## src/rtl/ysyx_22050058_div.sv

```systemverilog
// Multi-cycle RV64M divider (div/divu/rem/remu and word forms) for the EX stage.
// Restoring radix-2, 64 iterations; divide-by-zero and signed overflow finish in one cycle.
module ysyx_22050058_div (
  input  logic        clk,
  input  logic        rst,
  input  logic        div_start_i,
  input  logic        div_signed_i,
  input  logic        div_rem_i,
  input  logic        div_word_i,
  input  logic [63:0] div_dividend_i,
  input  logic [63:0] div_divisor_i,
  input  logic        div_flush_i,
  input  logic        div_hold_i,
  output logic        div_stall_req_o,
  output logic        div_ready_o,
  output logic [63:0] div_result_o
);

  typedef enum logic [1:0] {
    S_IDLE = 2'd0,
    S_BUSY = 2'd1,
    S_DONE = 2'd2
  } state_t;

  function automatic logic [63:0] sext_word(input logic [63:0] v, input logic word);
    if (word) begin
      sext_word = {{32{v[31]}}, v[31:0]};
    end else begin
      sext_word = v;
    end
  endfunction

  state_t       r_state;
  logic [6:0]   r_cnt;
  logic [127:0] r_pr;
  logic [63:0]  r_dvs;
  logic         r_q_neg;
  logic         r_r_neg;
  logic         r_rem;
  logic         r_word;
  logic         r_ready;
  logic [63:0]  r_result;

  logic [63:0]  w_a_ext;
  logic [63:0]  w_b_ext;
  logic         w_a_neg;
  logic         w_b_neg;
  logic [63:0]  w_a_mag;
  logic [63:0]  w_b_mag;
  logic         w_div_zero;
  logic         w_ovf;
  logic [63:0]  w_special_raw;
  logic [63:0]  w_special_res;
  logic [128:0] w_shift;
  logic [64:0]  w_diff;
  logic [127:0] w_pr_next;
  logic [63:0]  w_q_fix;
  logic [63:0]  w_r_fix;
  logic [63:0]  w_busy_res;

  // Operand preparation: width extension, magnitudes and special-case detection.
  always_comb begin
    w_a_ext = div_dividend_i;
    w_b_ext = div_divisor_i;
    if (div_word_i) begin
      if (div_signed_i) begin
        w_a_ext = {{32{div_dividend_i[31]}}, div_dividend_i[31:0]};
        w_b_ext = {{32{div_divisor_i[31]}}, div_divisor_i[31:0]};
      end else begin
        w_a_ext = {32'd0, div_dividend_i[31:0]};
        w_b_ext = {32'd0, div_divisor_i[31:0]};
      end
    end else begin
      w_a_ext = div_dividend_i;
      w_b_ext = div_divisor_i;
    end
    w_a_neg    = div_signed_i & w_a_ext[63];
    w_b_neg    = div_signed_i & w_b_ext[63];
    w_a_mag    = w_a_neg ? (64'd0 - w_a_ext) : w_a_ext;
    w_b_mag    = w_b_neg ? (64'd0 - w_b_ext) : w_b_ext;
    w_div_zero = (w_b_ext == 64'd0);
    // Most-negative value at the operation width, already sign-extended for word forms.
    w_ovf      = div_signed_i & (w_b_ext == 64'hFFFF_FFFF_FFFF_FFFF) &
                 (w_a_ext == (div_word_i ? 64'hFFFF_FFFF_8000_0000 : 64'h8000_0000_0000_0000));
    if (w_div_zero) begin
      w_special_raw = div_rem_i ? w_a_ext : 64'hFFFF_FFFF_FFFF_FFFF;
    end else begin
      w_special_raw = div_rem_i ? 64'd0 : w_a_ext;
    end
    w_special_res = sext_word(w_special_raw, div_word_i);
  end

  // One restoring step plus sign correction of the final quotient/remainder.
  always_comb begin
    w_shift = {r_pr, 1'b0};
    w_diff  = w_shift[128:64] - {1'b0, r_dvs};
    if (!w_diff[64]) begin
      w_pr_next = {w_diff[63:0], w_shift[63:1], 1'b1};
    end else begin
      w_pr_next = w_shift[127:0];
    end
    w_q_fix    = r_q_neg ? (64'd0 - w_pr_next[63:0])   : w_pr_next[63:0];
    w_r_fix    = r_r_neg ? (64'd0 - w_pr_next[127:64]) : w_pr_next[127:64];
    w_busy_res = sext_word(r_rem ? w_r_fix : w_q_fix, r_word);
  end

  assign div_stall_req_o = div_start_i & (r_state != S_DONE) & ~div_flush_i;
  assign div_ready_o     = r_ready;
  assign div_result_o    = r_result;

  // Control FSM, iteration datapath and registered result.
  always_ff @(posedge clk or negedge rst) begin
    if (!rst) begin
      r_state  <= S_IDLE;
      r_cnt    <= 7'd0;
      r_pr     <= 128'd0;
      r_dvs    <= 64'd0;
      r_q_neg  <= 1'b0;
      r_r_neg  <= 1'b0;
      r_rem    <= 1'b0;
      r_word   <= 1'b0;
      r_ready  <= 1'b0;
      r_result <= 64'd0;
    end else if (div_flush_i) begin
      r_state <= S_IDLE;
      r_cnt   <= 7'd0;
      r_ready <= 1'b0;
    end else begin
      case (r_state)
        S_IDLE: begin
          if (div_start_i) begin
            r_q_neg <= w_a_neg ^ w_b_neg;
            r_r_neg <= w_a_neg;
            r_rem   <= div_rem_i;
            r_word  <= div_word_i;
            r_cnt   <= 7'd0;
            if (w_div_zero | w_ovf) begin
              r_result <= w_special_res;
              r_ready  <= 1'b1;
              r_state  <= S_DONE;
            end else begin
              r_pr    <= {64'd0, w_a_mag};
              r_dvs   <= w_b_mag;
              r_state <= S_BUSY;
            end
          end else begin
            r_state <= S_IDLE;
          end
        end
        S_BUSY: begin
          r_pr <= w_pr_next;
          if (r_cnt == 7'd63) begin
            r_cnt    <= 7'd0;
            r_result <= w_busy_res;
            r_ready  <= 1'b1;
            r_state  <= S_DONE;
          end else begin
            r_cnt <= r_cnt + 7'd1;
          end
        end
        S_DONE: begin
          if (!div_hold_i) begin
            r_ready <= 1'b0;
            r_state <= S_IDLE;
          end else begin
            r_state <= S_DONE;
          end
        end
        default: begin
          r_cnt   <= 7'd0;
          r_ready <= 1'b0;
          r_state <= S_IDLE;
        end
      endcase
    end
  end

endmodule

```

## config.mk

```make
export PLATFORM = sky130hd
export DESIGN_NAME = ysyx_22050058_div
export DESIGN_NICKNAME = d
export VERILOG_FILES = /design/src/rtl/ysyx_22050058_div.sv
export SDC_FILE = /design/constraint.sdc
export NUM_CORES = 1
export LEC_CHECK = 0
export CAP_MARGIN = 10
export CORE_UTILIZATION = 50
export DETAILED_ROUTE_END_ITERATION = 8
export PLACE_DENSITY = 0.77
export SYNTH_ARGS = -nofsm -noshare
export SYNTH_HDL_FRONTEND = slang
export SYNTH_SLANG_ARGS = --single-unit
export TNS_END_PERCENT = 100
```

## constraint.sdc

```tcl
create_clock -name clk -period 6.9 [get_ports clk]
set_clock_uncertainty 0.1 [all_clocks]
set_input_delay 1.035 -clock clk [delete_from_list [all_inputs] [get_ports clk]]
set_output_delay 1.035 -clock clk [all_outputs]
set_load 0.01 [all_outputs]
```

# Word level (Yosys, flattened, before mapping)

Cells that the tools add are included.

Flip-flop bits (word level): 270
Latch bits: 0
Bits in writable memories: 0
Memory bits (read-only): 0
Bits of input ports: 136
Word-level logic and storage cells: 89
Memories: 0

$add $sub $neg: 6
Multipliers: 0
Divide/modulo/power cells: 0
Order comparisons: 0
Equal/unequal tests: 15
Shift-type cells: 0
Muxes and demuxes: 39
Bitwise gates (word level): 10
Reduce and logical (&&, ||, !) cells: 9

Operator list:

| cell                                                                 | count |
|---|---|
| 64-bit 2-to-1 mux                                                    | 17 |
| 128-bit 2-to-1 mux                                                   | 3 |
| 128-bit case mux with 2 select lines                                 | 1 |
| 1-bit by 64-bit subtractor with 64-bit output (first input constant) | 4 |
| 64-bit case mux with 2 select lines                                  | 1 |
| 65-bit by 64-bit subtractor with 65-bit output                       | 1 |
| 64-bit == test                                                       | 1 |
| 64-bit == test (second input constant)                               | 1 |
| 64-bit zero test                                                     | 1 |
| 63-bit 2-to-1 mux                                                    | 1 |
| 7-bit 2-to-1 mux                                                     | 3 |
| 7-bit case mux with 3 select lines                                   | 1 |
| 2-bit inequality test (second input constant)                        | 6 |
| 3-bit inequality test (second input constant)                        | 4 |
| 4-bit AND reduction                                                  | 3 |
| 2-bit 2-to-1 mux                                                     | 5 |
| 7-bit by 1-bit adder with 7-bit output (second input constant)       | 1 |
| 7-bit by 6-bit == test with 1-bit output (second input constant)     | 1 |
| 1-bit bitwise AND                                                    | 6 |
| 2-bit case mux with 3 select lines                                   | 1 |
| 1-bit 2-to-1 mux                                                     | 5 |
| 5-bit AND reduction                                                  | 1 |
| 1-bit case mux with 3 select lines                                   | 1 |
| 3-bit AND reduction                                                  | 1 |
| other kinds (8)                                                      | 9 |

# Logic depth before layout (Yosys ltp)

Gate-level depths: netlist (run 1).

Word-level depth: 10
Mapped depth: 31

# Worst setup path after synthesis (run 1)

Ideal clock, no wire load.

Path type: register to register
Start: reg r_pr[63]
End: reg r_result[60] (netlist: div_result_o[60])
Library setup time: 0.131 ns
Arrival time: 6.360 ns
Setup slack: 0.309 ns
Cell stages (with the launch flop): 31
Clock period less this slack: 6.591 ns
Cell sequence: dfrtp_1 -> inv_1 -> ha_1 -> fa_1 -> nand2b_1 -> a211oi_4 -> o21ai_2 -> a21o_1 -> nor4b_1 -> o32ai_2 -> a21oi_1 -> inv_1 -> buf_2 -> buf_2 -> buf_2 -> buf_2 -> buf_1 -> ha_1 -> nand2b_1 -> nor2_1 -> nand2_1 -> or4_4 -> or4_4 -> buf_6 -> or3_4 -> or3_4 -> o21ai_2 -> xor2_1 -> o22ai_1 -> a21oi_2 -> o221ai_2

Cells in the longest elaborated chain, start to end: 8

RTL lines:

| item                                                             | line     | RTL |
|---|---|---|
| from (decl)                                                      | 35       | `logic [127:0] r_pr;` |
| from (signal assigned)                                           | 142      | `r_pr <= {64'd0, w_a_mag};` |
| from (signal assigned)                                           | 151      | `r_pr <= w_pr_next;` |
| 65-bit by 64-bit subtractor with 65-bit output                   | 96       | `w_diff = w_shift[128:64] - {1'b0, r_dvs};` |
| 128-bit 2-to-1 mux (*)                                           | 97       | `if (!w_diff[64]) begin` |
| 1-bit by 64-bit subtractor with 64-bit output (on tied branches) | 102, 103 |  |
| 64-bit 2-to-1 mux (on tied branches)                             | 102, 103 |  |
| 64-bit 2-to-1 mux (*)                                            | 104      | `w_busy_res = sext_word(r_rem ? w_r_fix : w_q_fix, r_word);` |
| 64-bit 2-to-1 mux (*)                                            | 26       | `if (word) begin` |
| 64-bit 2-to-1 mux (*)                                            | 152      | `if (r_cnt == 7'd63) begin` |
| 64-bit case mux with 2 select lines (*)                          | 129      | `case (r_state)` |
| to (signal assigned)                                             | 138      | `r_result <= w_special_res;` |
| to (signal assigned)                                             | 154      | `r_result <= w_busy_res;` |
| to (decl)                                                        | 42       | `logic [63:0] r_result;` |

Every way passes the cells marked *; elsewhere a longest branch is shown, timed or not. The select of a mux whose other input is x is not followed.
A chain may end at the register's enable or synchronous reset.

# Worst setup path in the final report (run 1)

Same ends and word-level chain as after synthesis.

==> out/results.ini, run 1 <==
[outcome]
status=completed

[die]
dieWidth_um=225
initial_core_util_pct=50.9
core_area_um2=49100
die_y_um=225
io_pins=202
die_area_um2=50800
rows=81

[logic_synthesis]
synth_area_per_cell_um2=7.16
synthFlopType=dfrtp_1
netlist-cell-type-count=86
seq_area_frac_synth_pct=27.1
yosys_warnings=0
synthArstFlopShare_pct=100
mappedNetlistArea_um2=25000
synth_edf_count=0
synth_cells=3486
syn_nets=3693
ys_seq_elements=270

[sta]
rsz0062_at_grt=no
slew_violations=0
setup_viol=0
worst_slew_pin_slew_ns=1.27
period_share_pct=92.1
fin_crit_ns=6.35
relSlewSlack_pct=14.5
fin_ws_ns=0.546
timing.fmax_ghz=0.157
tns_ns=0
finalHoldViolCount=0

[worst_setup_path]
path_cells=inv_1 -> ha_1 -> fa_1 -> nand2b_1 -> a211oi_4 -> o21ai_2 -> a21o_1 -> nor4b_1 -> o32ai_2 -> a21oi_4 -> inv_2 -> ha_1 -> nand2b_1 -> nor2_1 -> nand2_1 -> or4_4 -> or4_4 -> or3_4 -> or3_4 -> o21ai_2 -> xor2_1 -> o22ai_1 -> a21oi_2 -> o221ai_2
path_class=flop to flop
critPathMaxStageDelay_ns=0.50
cp_max_fo=16
start_kind=flop
arrival_ns=6.67
crit_required_ns=7.22
endpoint_kind=flop
crit_family=simple AND/OR/NAND/NOR gates
slowest_stage=or4_4
cp.buffers_inverters=2

[cts]
cts_root_buf=clkbuf_16
clkSlewWorstSetupHoldPaths_ns=0.06
post-cts-setup-buffer-count=0
cts_tree=yes
clock_path_buffers=3
hold_buffers=0
cts_resized=0
cts_sinks=270
numCtsBuffers=34
h-tree-depth=2
clk_latency_ns=0.56

[power]
power_leakage_nw=11.4
intPower_mw=3.60
power_density_nw_per_um2=215
netSwitchingPower_mw=2.50
combPwrFrac_pct=38.3
p_seq_share_pct=32.7
clkPwrFrac_pct=29.0
swShare_pct=41.0
ir_worst_vdd_mv=0.161

[detailed_routing]
vias=27400
wire_per_inst_um=22.4
route.detailed.drc=0
postRouteAntennaNets=0
wl_mm=94.8
drt_pass1_iterations=6
drt-initial-drc-count=3639
via_per_inst=6.47

[final_layout]
drive_gt1_share_pct=4.04
design_area_um2=28400
layout.nets=3749
area_growth_pct=13.6

[place]
io_buffers=201
dp_slack_ns=0.666
hpwlAfterDp_mm=71.9
gp_congestion=1.00
place_area_um2=27300

[global_routing]
grt_pass1_vias=24600
grt_max_degree=117
grt_usage_pct=36.6
antenna_found_initial=4
overflow=0
grt_pass1_wl_mm=144

[worst_hold_path]
worstHoldPathType=flop to flop

[flow_run]
cap_viol_max_count=0

## cell families after synthesis
group                    Yosys count  share of synthesized area, %
flip-flops                       270                          27.1
XOR/XNOR                         262                          9.19
adder cells (fa/ha/maj)           78                          3.87
AO/OA/AOI/OAI                   1196                          28.7
multiplexers                      46                          1.87
AND/OR/NAND/NOR                 1304                          24.1
buffers and inverters            330                          5.20
## cells in the final DEF, fill, tap and decap left out, drive strengths merged, types with 56 or more instances in the layout
cell type and count:
nor2 321, nand4 59, nor3 98, inv 110
dfrtp 270, a21oi 360, nand2 520, xor2 119
ha 70, xnor2 143, o211ai 66, clkdlybuf4s50 199
o31ai 56, o21ai 414
## state kept, by name (all words and copies together) (netlist names)
signal / flops
div_ready_o: 1
div_result_o: 64
r_cnt: 7
r_dvs: 64
r_pr: 128
r_q_neg: 1
r_r_neg: 1
r_rem: 1
r_state: 2
r_word: 1
## power groups by stage
stage          combinational [mW]  sequential, mW  clock [mW]
3_5_place_dp                 2.26            2.01           0
5_1_grt                      2.54            2.02        1.83
3_3_place_gp                 2.25            2.01           0
2_1_floorplan                1.55            1.93           0
6_report                     2.33            1.99        1.77
4_1_cts                      2.28            1.99        1.78
## layer usage
layer  part of all wire, %  global-route usage, %  wire (um)
met5                 0.033                      0         31
met4                   4.2                   13.6       3990
met3                    11                   9.02      10400
met2                    44                   57.3      42100
met1                    40                   48.7      38200
## synthesized netlist by cell type, types with 8 or more instances
library cell,number,share of area (%)
xnor2_1,143,5.0
mux2i_1,40,1.6
nor2b_1,12,0.30
nand4_1,59,1.5
nand3_1,51,1.0
clkbuf_1,164,2.5
o211ai_1,66,2.0
and2_1,17,0.43
nand2_1,520,7.8
buf_1,18,0.27
a21boi_0,13,0.39
a22o_1,9,0.32
a31oi_1,52,1.3
nor2_1,320,4.8
nor4b_1,8,0.28
or2_2,13,0.33
buf_2,38,0.76
nand3b_1,10,0.30
a21oi_1,358,7.2
or4_1,28,0.84
o21ai_1,10,0.20
o21a_1,21,0.63
o31ai_1,56,1.7
dfrtp_1,270,27
o41ai_1,21,0.74
a21o_1,21,0.63
o21ai_0,400,8.0
inv_1,107,1.6
o2111ai_1,9,0.32
o21bai_1,8,0.24
nor4_1,39,0.98
a211oi_1,36,1.1
nand2b_1,25,0.63
and4_1,9,0.32
or3_1,47,1.2
and3_1,20,0.50
o22ai_1,27,0.68
ha_1,70,3.5
a22oi_1,13,0.39
xor2_1,119,4.2
nor3_1,98,2.0
## per-stage QoR
stage	util [%]	power [mW]	instances	hold WS (ns)
3_3_place_gp	55.6	4.25	4170	0.359
4_1_cts	57.8	6.04	4227	0.376
3_5_place_dp	55.6	4.27	4170	0.365
5_1_grt	57.8	6.38	4227	0.399
6_report	57.8	6.10	4228	0.371
2_1_floorplan	-	3.48	3486	0.343
## final timing paths
check | startpoint | end | slack (ns) | cells after the start
min | div_result_o[28]$_DFFE_PN0P_ | div_result_o[28]$_DFFE_PN0P_ | 0.37 | 2
max reg2reg | r_pr[63]$_DFFE_PN0P_ | div_result_o[60]$_DFFE_PN0P_ | 0.55 | 24
min in group asynchronous | rst | r_dvs[35]$_DFFE_PN0P_ | 0.42 | 1
max | r_pr[63]$_DFFE_PN0P_ | div_result_o[60]$_DFFE_PN0P_ | 0.55 | 24
min reg2reg | div_result_o[28]$_DFFE_PN0P_ | div_result_o[28]$_DFFE_PN0P_ | 0.37 | 2
max in group asynchronous | rst | div_result_o[13]$_DFFE_PN0P_ | 5.02 | 2
## tightest hold or removal path, delay by kind of cell (launching register included)
family           cells  cell delay, ns
DFF                  1            0.34
and+or+nand+nor      2            0.10
## layout make-up
class | instances | area [um2]
flip-flops and latches | 270 | 6760
diodes | 1 | 2.50
well taps | 664 | 831
inverters | 108 | 405
multi-input cells | 2886 | 16900
fillers | 4738 | 20700
clock inverters | 5 | 38.8
clock buffers | 52 | 1020
repair buffers | 242 | 2360
No activity file was read; power rests on OpenSTA's default activity.
==> run 2: changes to the inputs <==
--- a/config.mk
+++ b/config.mk
@@ -7,7 +7,9 @@
 export LEC_CHECK = 0
 export CAP_MARGIN = 10
 export CORE_UTILIZATION = 50
+export CTS_CLUSTER_DIAMETER = 150
 export DETAILED_ROUTE_END_ITERATION = 8
+export HOLD_SLACK_MARGIN = 0.02
 export PLACE_DENSITY = 0.77
 export SYNTH_ARGS = -nofsm -noshare
 export SYNTH_HDL_FRONTEND = slang
==> results of run 2 <==
The final DEF is identical to that of run 1; final timing and power are the same.
